**src/rtl/instruction_fetch_unit_if.sv**
```systemverilog
// Fetch-unit bus bundle: redirect input, instruction-memory port and the
// decode-side output handshake. master = fetch unit, slave = its environment.
interface instruction_fetch_unit_if #(
  parameter int ADDR_W = 32,
  parameter int INST_W = 32
);
  logic              redirect_valid;
  logic [ADDR_W-1:0] redirect_pc;
  logic              imem_req;
  logic [ADDR_W-1:0] imem_addr;
  logic [INST_W-1:0] imem_rdata;
  logic              out_valid;
  logic [INST_W-1:0] out_inst;
  logic [ADDR_W-1:0] out_pc;
  logic              out_ready;

  modport master (
    input  redirect_valid, redirect_pc, imem_rdata, out_ready,
    output imem_req, imem_addr, out_valid, out_inst, out_pc
  );

  modport slave (
    output redirect_valid, redirect_pc, imem_rdata, out_ready,
    input  imem_req, imem_addr, out_valid, out_inst, out_pc
  );
endinterface

```
**src/rtl/instruction_fetch_unit.sv**
```systemverilog
// Instruction fetch front end: owns the fetch PC, issues reads to a
// fixed-latency instruction memory, tags returning words with their PC via a
// valid/pc shift pipe, and buffers them in a small FIFO for decode.
// Requests are credit-limited so the FIFO can never overflow; a redirect
// flushes the pipe and the FIFO and restarts fetch at the target.
module instruction_fetch_unit #(
  parameter int                LOAD_LATENCY = 1,
  parameter int                ADDR_W       = 32,
  parameter int                INST_W       = 32,
  parameter int                Q_DEPTH      = LOAD_LATENCY + 2,
  parameter logic [ADDR_W-1:0] INIT_PC      = '0
) (
  input logic                      clk,
  input logic                      rstn,
  instruction_fetch_unit_if.master io_fetch
);

  localparam int STAGES = LOAD_LATENCY - 1;
  localparam int PW     = (Q_DEPTH > 1) ? $clog2(Q_DEPTH) : 1;
  localparam int OW     = $clog2(Q_DEPTH + LOAD_LATENCY + 1);
  localparam logic [OW-1:0] QD       = OW'(Q_DEPTH);
  localparam logic [PW-1:0] PTR_LAST = PW'(Q_DEPTH - 1);

  typedef struct packed {
    logic [INST_W-1:0] inst;
    logic [ADDR_W-1:0] pc;
  } fetch_ent_t;

  // fetch PC and in-flight tag pipe (stage STAGES lines up with imem_rdata)
  logic [ADDR_W-1:0]             r_pc;
  logic [STAGES:0]               r_vld_pipe;
  logic [STAGES:0][ADDR_W-1:0]   r_pc_pipe;

  // decode-side buffer
  fetch_ent_t [Q_DEPTH-1:0]      r_fifo;
  logic [PW-1:0]                 r_wr;
  logic [PW-1:0]                 r_rd;
  logic [OW-1:0]                 r_count;

  logic [OW-1:0]                 w_inflight;
  logic [OW-1:0]                 w_occ;
  logic                          w_redir;
  logic                          w_issue;
  logic                          w_push;
  logic                          w_pop;
  logic                          w_out_valid;

  function automatic logic [PW-1:0] ptr_inc(input logic [PW-1:0] p);
    return (p == PTR_LAST) ? '0 : p + PW'(1);
  endfunction

  // Count words already requested but not yet written into the FIFO
  always_comb begin
    w_inflight = '0;
    for (int i = 0; i <= STAGES; i++)
      w_inflight = w_inflight + OW'(r_vld_pipe[i]);
  end

  // Credit uses registered state only: a pop this cycle frees credit next cycle
  assign w_occ       = w_inflight + r_count;
  assign w_redir     = io_fetch.redirect_valid;
  assign w_issue     = rstn & ~w_redir & (w_occ < QD);
  assign w_push      = r_vld_pipe[STAGES] & ~w_redir;
  assign w_out_valid = (r_count != '0) & ~w_redir;
  assign w_pop       = w_out_valid & io_fetch.out_ready;

  assign io_fetch.imem_req  = w_issue;
  assign io_fetch.imem_addr = r_pc;
  assign io_fetch.out_valid = w_out_valid;
  assign io_fetch.out_inst  = r_fifo[r_rd].inst;
  assign io_fetch.out_pc    = r_fifo[r_rd].pc;

  // Advance fetch PC on issue and shift request tags toward the return stage
  always_ff @(posedge clk) begin
    if (!rstn) begin
      r_pc       <= INIT_PC;
      r_vld_pipe <= '0;
      r_pc_pipe  <= '0;
    end else if (w_redir) begin
      r_pc       <= io_fetch.redirect_pc;
      r_vld_pipe <= '0;
    end else begin
      r_vld_pipe[0] <= w_issue;
      r_pc_pipe[0]  <= r_pc;
      if (w_issue)
        r_pc <= r_pc + ADDR_W'(1);
      for (int i = 1; i <= STAGES; i++) begin
        r_vld_pipe[i] <= r_vld_pipe[i-1];
        r_pc_pipe[i]  <= r_pc_pipe[i-1];
      end
    end
  end

  // Capture returning words with their PC; decode pops from the head
  always_ff @(posedge clk) begin
    if (!rstn) begin
      r_fifo  <= '0;
      r_wr    <= '0;
      r_rd    <= '0;
      r_count <= '0;
    end else if (w_redir) begin
      r_wr    <= '0;
      r_rd    <= '0;
      r_count <= '0;
    end else begin
      if (w_push) begin
        r_fifo[r_wr].inst <= io_fetch.imem_rdata;
        r_fifo[r_wr].pc   <= r_pc_pipe[STAGES];
        r_wr              <= ptr_inc(r_wr);
      end
      if (w_pop)
        r_rd <= ptr_inc(r_rd);
      r_count <= r_count + OW'(w_push) - OW'(w_pop);
    end
  end

endmodule

```
**src/flat_wrapper.sv**
```systemverilog
// flat-port wrapper written by rule: the top's interface ports become plain ports
module instruction_fetch_unit_flat 
#(
  parameter int                LOAD_LATENCY = 1,
  parameter int                ADDR_W       = 32,
  parameter int                INST_W       = 32,
  parameter int                Q_DEPTH      = LOAD_LATENCY + 2,
  parameter logic [ADDR_W-1:0] INIT_PC      = '0
)
  (clk, rstn, io_fetch_redirect_valid, io_fetch_redirect_pc, io_fetch_imem_rdata, io_fetch_out_ready, io_fetch_imem_req, io_fetch_imem_addr, io_fetch_out_valid, io_fetch_out_inst, io_fetch_out_pc);
  instruction_fetch_unit_if #(.ADDR_W(ADDR_W), .INST_W(INST_W)) io_fetch_i ();
  input logic clk;
  input logic rstn;
  input wire logic [$bits(io_fetch_i.redirect_valid)-1:0] io_fetch_redirect_valid;
  input wire logic [$bits(io_fetch_i.redirect_pc)-1:0] io_fetch_redirect_pc;
  input wire logic [$bits(io_fetch_i.imem_rdata)-1:0] io_fetch_imem_rdata;
  input wire logic [$bits(io_fetch_i.out_ready)-1:0] io_fetch_out_ready;
  output wire logic [$bits(io_fetch_i.imem_req)-1:0] io_fetch_imem_req;
  output wire logic [$bits(io_fetch_i.imem_addr)-1:0] io_fetch_imem_addr;
  output wire logic [$bits(io_fetch_i.out_valid)-1:0] io_fetch_out_valid;
  output wire logic [$bits(io_fetch_i.out_inst)-1:0] io_fetch_out_inst;
  output wire logic [$bits(io_fetch_i.out_pc)-1:0] io_fetch_out_pc;
  assign io_fetch_i.redirect_valid = io_fetch_redirect_valid;
  assign io_fetch_i.redirect_pc = io_fetch_redirect_pc;
  assign io_fetch_i.imem_rdata = io_fetch_imem_rdata;
  assign io_fetch_i.out_ready = io_fetch_out_ready;
  assign io_fetch_imem_req = io_fetch_i.imem_req;
  assign io_fetch_imem_addr = io_fetch_i.imem_addr;
  assign io_fetch_out_valid = io_fetch_i.out_valid;
  assign io_fetch_out_inst = io_fetch_i.out_inst;
  assign io_fetch_out_pc = io_fetch_i.out_pc;
  instruction_fetch_unit #(.LOAD_LATENCY(LOAD_LATENCY), .ADDR_W(ADDR_W), .INST_W(INST_W), .Q_DEPTH(Q_DEPTH), .INIT_PC(INIT_PC)) u_core (.clk(clk), .rstn(rstn), .io_fetch(io_fetch_i));
endmodule
```
**config.mk**
```make
export PLATFORM = sky130hd
export DESIGN_NAME = instruction_fetch_unit_flat
export DESIGN_NICKNAME = d
export VERILOG_FILES = /design/src/rtl/instruction_fetch_unit_if.sv /design/src/rtl/instruction_fetch_unit.sv /design/src/flat_wrapper.sv
export SDC_FILE = /design/constraint.sdc
export NUM_CORES = 1
export LEC_CHECK = 0
export CORE_MARGIN = 5
export CORE_UTILIZATION = 30
export DETAILED_ROUTE_END_ITERATION = 6
export GPL_TIMING_DRIVEN = 1
export SYNTH_ARGS = -nofsm -noshare
export SYNTH_HDL_FRONTEND = slang
export SYNTH_SLANG_ARGS = --single-unit
```
**constraint.sdc**
```tcl
create_clock -name clk -period 2.1 [get_ports clk]
set_clock_uncertainty 0.05 [all_clocks]
set_input_delay 0.315 -clock clk [delete_from_list [all_inputs] [get_ports clk]]
set_output_delay 0.315 -clock clk [all_outputs]
set_load 0.01 [all_outputs]
```
After elaboration in Yosys (flattened, before gate mapping):

Index checks and enable logic that the tools add are counted.

* register bits: 264
* input port bits: 68

* equality and inequality tests: 2
* magnitude comparators: 4
* reductions and logical operators: 5
* $add $sub $neg: 6
* mux-type cells: 12
* bitwise gates (word level): 7

Operators by type and width (count)
* $bwmux W192: 2
* $demux W64 S2: 2
* $bmux W64 S2: 1
* $mux W64: 2
* $mux W32: 3
* $add A32 B1 Y32 const B: 1
* $lt A2 B3 Y1 const B: 2
* $and A1 B1 Y1: 5
* $add A2 B1 Y2 const B: 2
* $eq A2 B2 Y1 const B: 2
* $mux W2: 2
* $add A1 B3 Y3: 1
* $add A3 B1 Y3: 1
* $lt A3 B2 Y1 const B: 1
* $reduce_bool A3 Y1: 1
* $sub A3 B1 Y3: 1
* $ge A2 B1 Y1 const B: 1
* $not A1 Y1: 2
* $reduce_and A2 Y1: 1
* $reduce_bool A2 Y1: 1
* $reduce_or A2 Y1: 1
* $logic_and A1 B1 Y1: 1

Depth between registers and ports, before layout:

Gate-level depths: netlist of run 1.

* word-level depth: 6
* depth in mapped cells: 10
* mapped depth without buffers: 10

Worst setup path before layout of run 1:

OpenSTA, ideal clock, no wires.

* path type: register -> register
* from: reg u_core.r_count[2]
* to: reg u_core.r_count[2]
* setup time: 0.119 ns
* buffers on the path: 0
* stages on the path, launching flop included: 11
* arrival: 2.038 ns
* setup slack: -0.107 ns
* required time: 1.931 ns
* cells stage by stage: dfxtp_1 -> nor3_1 -> or3b_2 -> inv_1 -> ha_1 -> inv_1 -> ha_1 -> fa_1 -> xnor2_1 -> xnor2_1 -> nor2_1

* word-level cells in the longest chain between the ends: 4
* elaborated cells between the ends (all ways): 5
* classes of those cells: add/sub: 2; bitwise: 2; reduce/logical: 1

RTL lines
* start: declaration: line instruction_fetch_unit.sv:38 `logic [OW-1:0] r_count;`
* start signal: assignment: line instruction_fetch_unit.sv:113 `r_count <= r_count + OW'(w_push) - OW'(w_pop);`
* $reduce_bool A3 Y1: line instruction_fetch_unit.sv:64 `assign w_out_valid = (r_count != '0) & ~w_redir;`
* $and A1 B1 Y1: line instruction_fetch_unit.sv:64
* $and A1 B1 Y1: line instruction_fetch_unit.sv:65 `assign w_pop = w_out_valid & io_fetch.out_ready;`
* named net u_core.w_pop: line instruction_fetch_unit.sv:45 `logic w_pop;`
* $sub A3 B1 Y3: line instruction_fetch_unit.sv:113

The timed path passes the listed nets, and every way through them passes these cells.
A chain may end at the register's enable or synchronous reset.

Final worst setup path of run 1:

* from: reg u_core.r_rd[1]
* to: out io_fetch_out_inst[19]

* word-level cells in the longest chain between the ends: 2

RTL lines
* start: declaration: line instruction_fetch_unit.sv:37 `logic [PW-1:0] r_rd;`
* start signal: assignment: line instruction_fetch_unit.sv:112 `r_rd <= ptr_inc(r_rd);`
* $bmux W64 S2: line instruction_fetch_unit.sv:70 `assign io_fetch.out_inst = r_fifo[r_rd].inst;`
* $mux W64 (implied by the code): line instruction_fetch_unit.sv:70
* end: declaration: line flat_wrapper.sv:21 `output wire logic [$bits(io_fetch_i.out_inst)-1:0] io_fetch_out_inst;`

Every way passes these cells. The select of a mux whose other input is x is not followed.

==> impl_metrics.csv, run 1 <==
group,metric,value,unit
timing,worst_pin_slew,0.9651,ns
yosys,ys.flop_type,"dfxtp_1",
worst_setup_path,critPathCaptureType,"primary output",
global_route,busiest_layer,"met2",
finish,nets,1695,
timing,clock.fmax,455.2,MHz
timing,rsz0062_at_grt,"yes",
die,die_x,208.6,um
drt,drc_errors,0,
worst_setup_path,worstPathRequired,1.74,ns
die,die_height,208.6,um
timing,timing.final.ws_setup,-0.09676,ns
global_route,grt_use_met2,0.2462,
yosys,yosysTopAreaCell,"dfxtp_1",
finish,drive_gt1_frac,0.1705,
yosys,synth_area,0.01183,mm^2
timing,timing.hold.ws,0.1201,ns
pwr,power_leakage,5.548,nW
drt,dr_total_vias,10330,
drt,antenna_left,0,
yosys,syn_inst,1449,
pwr,powerDensity,713.7,mW/mm^2
global_route,track_usage,0.1568,
clock_tree,clockBufferDepth,3,
drt,vias_per_cell,4.795,
yosys,avgSynthCellArea,8.165,um^2
finish,area.sequential,0.005301,mm^2
drt,routed_wl,35.47,mm
yosys,synth.top_cells.by_count,"502 x nand2_1, 264 x dfxtp_1, 170 x a21boi_0, 89 x o21ai_0, 84 x mux2i_1",
timing,finalSetupTns,-1.265,ns
pwr,power.total,11.17,mW
global_route,grtUsageMet3,0.03254,
die,initial_core_util,0.3047,
yosys,synth_edf_count,0,
global_route,grt_pass1_vias,10290,
finish,num_antenna_cells,0,
yosys,syn_nets,1523,
finish,multi_input_area,0.006291,mm^2
drt,dr.first_iter.drc_count,511,
job,maxCapViolations,0,
clock_tree,root_buffer,"clkbuf_16",
global_route,grt_start_max_net_pins,258,
drt,avgRoutedWirePerCell,16.47,um
clock_tree,numCtsBuffers,30,
die,num_rows,72,
worst_setup_path,crit_arrival,1.83,ns
yosys,synth_cell_type_count,47,
timing,fin_crit,2.197,ns
yosys,synth_seq_area_share,0.4467,
yosys,async_flop_share,0,
worst_setup_path,path_class,"reg -> out",
yosys,synthTopCellsByArea,"dfxtp_1 45%, nand2_1 16%, a21boi_0 11%, mux2i_1 7.1%, o21ai_0 3.8%",
place,routabilityCongestion,0.7874,
yosys,yosysTopAreaCellShare,0.4467,
pwr,peakVddDrop,0.0007375,V
global_route,grt_pass1_wl,56.88,mm
timing,hold_viol_final,0,
die,core_area,0.03883,mm^2
global_route,grt_use_met1,0.2253,
yosys,ys_ff_latch,264,
place,place_hpwl,21.52,mm
min_path,hold_class,"in -> reg",
place,placed_cells,2078,
place,post-place-ws,-0.3573,ns
finish,final_util,0.4029,
worst_setup_path,start_kind,"flip-flop",
run_status,violations,"setup timing",
worst_setup_path,crit_fanout,7,
clock_tree,cts_tree,"yes",
timing,drv_slew,0,
finish,fin_cells,2154,
run_status,status,"finished with violations",
die,die_area,0.04351,mm^2
global_route,grt_overflow,0,
place,portBuffers,165,
timing,max_slew_margin,0.3566,
finish,fill_cells,3906,
clock_tree,cts_sinks,264,
timing,period_share,1.046,
clock_tree,clock_latency,0.58,ns
finish,syn_to_final_growth,32.23,%
timing,setup_viol,48,
place,placed_area,0.01433,mm^2
finish,design_area,0.01565,mm^2
die,io_pins,166,
yosys,yosys_warnings,0,
yosys,synth.most_common_cell,"nand2_1",
clock_tree,path_clk_slew,0.06,ns
global_route,antenna_found_initial,0,
drt,first_pass_iters,4,
clock_tree,cts.htree.levels,1,
report_power, final:
part / switching (mW) / internal, mW / leakage [nW]
Sequential: 0.116 / 5.11 / 2.14
Clock: 2.08 / 2.98 / 0.458
Combinational: 0.428 / 0.450 / 2.95
Total: 2.62 / 8.55 / 5.55
critical path, cell delays in order, from the launching register on:
cell and delay, ns:
dfxtp_4 0.43, buf_6 0.16, buf_16 0.14, buf_6 0.09
mux2i_1 0.17, o21ai_1 0.09, buf_2 0.17
layout make-up:
class,instances,area share
inverter,10,0.002559
timing repair buffer,249,0.1551
clock inverter,4,0.003759
clock buffer,43,0.05622
multi-input combinational,1066,0.4021
sequential,264,0.3389
tap,518,0.04143
worst paths after layout:
path	from	end	slack (ns)	depth (start not counted)
worst min-delay path	rstn	u_core.r_wr[1]	0.12	3
worst min register to register	u_core.r_fifo[45]	u_core.r_fifo[45]	0.40	2
worst max register to register	u_core.r_count[0]	u_core.r_count[2]	-0.01	10
worst max-delay path	u_core.r_rd[1]	io_fetch_out_inst[19]	-0.1	6
kinds of logic (layout without fill, tap and decap cells):
logic type | count (synthesis) | after routing | share of synthesized area
AND/OR/NAND/NOR | 621 | 621 | 0.2209
AO/OA/AOI/OAI | 326 | 326 | 0.1851
flip-flops | 264 | 264 | 0.4467
buffers and inverters | 119 | 306 | 0.04695
multiplexers | 88 | 88 | 0.07487
XOR/XNOR | 25 | 25 | 0.01851
adder cells (fa/ha/maj) | 6 | 6 | 0.006980
sequential cells by signal (all words and copies together), names as in the netlist:
name                       cells
u_core.io_fetch.imem_addr     32
u_core.r_count                 3
u_core.r_fifo                192
u_core.r_pc_pipe              32
u_core.r_rd                    2
u_core.r_vld_pipe              1
u_core.r_wr                    2
layout by cell type (no fill, tap or decap), types with 6 or more instances in the layout:
cell             Yosys  layout
nand2_1            502     488
dfxtp_1            264     257
a21boi_0           170     170
clkdlybuf4s50_1      0      96
mux2i_1             84      71
buf_2               35      61
buf_4                4      49
o21ai_1              3      35
o21ai_0             89      34
clkbuf_16            0      33
a21boi_1            32      32
nor2b_1             26      25
buf_12               0      25
o21ai_2              0      23
nor2_1              19      19
nand4_1             19      19
a21oi_1             17      17
xor2_1              16      16
mux2i_2              0      13
nand3_1             14      13
nand2_2              0      10
and2_1              11       9
buf_6                4       9
clkbuf_8             2       8
inv_1                9       7
xnor2_1              9       6
per-layer routing:
metal  wire, um  part of all wire  up-vias
met4        564             0.016        0
met5          0                 0        -
met2      15610              0.44      229
li1           -                 -     5159
met3       2038             0.057       42
met1      17260              0.49     4898
repair_timing:
| action | in CTS | in global routing |
|---|---|---|
| pin swaps | 9 | 20 |
| gates resized for setup | 328 | 95 |
| gates cloned | 4 | 3 |
| endpoints found under the hold margin | 0 | 0 |
| buffers inserted | 18 | 7 |
| endpoints found under the setup margin | 68 | 77 |
| hold buffers | 0 | 0 |
(Power assumes the default switching activity.)
==> inputs of run 2 (changes only) <==
--- a/config.mk
+++ b/config.mk
@@ -5,7 +5,8 @@
 export SDC_FILE = /design/constraint.sdc
 export NUM_CORES = 1
 export LEC_CHECK = 0
-export CORE_MARGIN = 5
+export CAP_MARGIN = 20
+export CORE_MARGIN = 2
 export CORE_UTILIZATION = 30
 export DETAILED_ROUTE_END_ITERATION = 6
 export GPL_TIMING_DRIVEN = 1
==> run 2 against run 1 <==
  * Register-to-register slack hardly changed
  * Combinational power about the same
  * Largest power group is now the clock network
  * The run still ends with setup timing left
  * Cell count rose by 0.79%
==> impl_metrics.csv, run 2 (same netlist as run 1, synthesis figures left out) <==
group,metric,value,unit
timing,hold_viol_final,0,
worst_setup_path,crit_top_cell,"buf_6",
timing,timing.final.ws_setup,-0.1138,ns
worst_setup_path,cp_slowest_cell,"dfxtp_4",
drt,avgRoutedWirePerCell,16.56,um
die,die_height,202.6,um
run_status,status,"finished with violations",
die,io_pins,166,
timing,period_share,1.054,
clock_tree,cts.htree.levels,1,
timing,fin_crit,2.214,ns
pwr,power_leakage,5.668,nW
worst_setup_path,critPathCaptureType,"primary output",
worst_setup_path,path_class,"reg -> out",
pwr,powerDensity,718.3,mW/mm^2
clock_tree,cts_sinks,264,
finish,mostFrequentLayoutCell,"nand2_1",
place,placed_cells,2086,
die,core_area,0.03883,mm^2
die,die_area,0.04104,mm^2
place,routabilityCongestion,0.7725,
timing,setup_viol,44,
timing,max_slew_margin,0.4180,
worst_setup_path,reg2regPathDepth,10,
timing,rsz0062_at_grt,"yes",
global_route,grt_overflow,0,
global_route,track_usage,0.1707,
die,num_rows,72,
drt,drc_errors,0,
drt,dr_total_vias,10460,
finish,nets,1704,
timing,drv_slew,0,
global_route,antenna_found_initial,0,
finish,syn_to_final_growth,34.92,%
global_route,grt_pass1_wl,56.10,mm
worst_setup_path,worstPathRequired,1.74,ns
place,place_hpwl,21.26,mm
drt,routed_wl,35.96,mm
global_route,grt_pass1_vias,9968,
place,portBuffers,165,
finish,mostFrequentLayoutCells,"478 x nand2_1, 256 x dfxtp_1, 170 x a21boi_0",
drt,antenna_left,0,
worst_setup_path,start_kind,"flip-flop",
drt,dr.first_iter.drc_count,481,
worst_setup_path,cp_cell_sequence,"buf_6, buf_12, buf_6, mux2i_2, o21ai_2, buf_2",
worst_setup_path,crit_fanout,7,
min_path,hold_class,"in -> reg",
clock_tree,numCtsBuffers,31,
finish,num_antenna_cells,0,
die,initial_core_util,0.3047,
job,maxCapViolations,0,
clock_tree,clock_latency,0.58,ns
pwr,peakVddDrop,0.0006600,V
clock_tree,cts_hold_buffers,0,
min_path,hold_path_depth,4,
timing,worst_pin_slew,0.8731,ns
clock_tree,clockBufferDepth,3,
clock_tree,path_clk_slew,0.06,ns
clock_tree,root_buffer,"clkbuf_16",
worst_setup_path,crit_path_max_incr_delay,0.37,ns
timing,finalSetupTns,-2.490,ns
worst_setup_path,crit_arrival,1.85,ns
global_route,grt_start_max_net_pins,101,
finish,largest-register,"u_core.r_fifo",
drt,first_pass_iters,5,
finish,largest_reg_flops,192,
clock_tree,cts_tree,"yes",
finish,fin_cells,2171,
finish,drive_gt1_frac,0.1857,
run_status,violations,"setup timing",
timing,clock.fmax,451.7,MHz
die,die_x,202.6,um
drt,vias_per_cell,4.816,
[run 2: final timing paths]
path	from	endpoint	slack, ns
worst max-delay path	u_core.r_rd[1]	io_fetch_out_pc[4]	-0.11
worst min-delay path	rstn	u_core.r_rd[1]	0.10
worst min register to register	u_core.r_fifo[39]	u_core.r_fifo[39]	0.40
worst max register to register	u_core.r_count[0]	u_core.r_count[2]	0
[run 2: stage by stage]
step	util	total power [mW]	hold WS (ns)	cell area, um^2	setup WS [ns]
CTS	0.4049	11.65	0.07058	15720	-0.1503
global route	0.4111	11.91	0.1354	15960	-0.1718
detailed placement	0.3693	6.216	0.3949	14340	-0.3936
floorplan	-	5.730	0.3844	11840	0.03098
global placement	0.3693	6.206	0.3901	14340	-0.3678
finish	0.4111	11.47	0.1044	15960	-0.1138
[run 2: per-layer routing]
metal / global-route usage / vias to the layer above / wire (um)
met5: 0 / - / 0
met3: 0.02825 / 50 / 1926
met4: 0.04771 / 0 / 741
met1: 0.2371 / 4952 / 17090
met2: 0.2730 / 251 / 16200
li1: - / 5202 / -
[run 2: what timing repair did]
| action | in CTS | in global routing |
|---|---|---|
| gates cloned | 8 | 1 |
| setup buffers | 20 | 5 |
| pin swaps | 10 | 25 |
| endpoints found under the setup margin | 70 | 75 |
| gates resized for setup | 392 | 74 |
[run 2: layout make-up]
class                           instances  area (um^2)
Clock inverter                          8        78.83
Clock buffer                           48        949.7
Inverter                               10        40.04
Sequential cell                       264         5303
Tap cell                              518        648.1
Multi-Input combinational cell       1066         6369
Fill cell                            3892        22860
Timing Repair Buffer                  257         2575
[run 2: worst max-delay path, delay by kind of cell (launching register included)]
kind,cells,cell delay [ns]
flip-flops,1,0.37
AO/OA/AOI/OAI,1,0.19
buffers and inverters,4,0.57
multiplexers,1,0.14
[run 2: where the power goes]
part	total [mW]	switching, mW	internal, mW
registers	5.23	0.117	5.11
logic	0.878	0.427	0.451
clock network	5.36	2.15	3.21
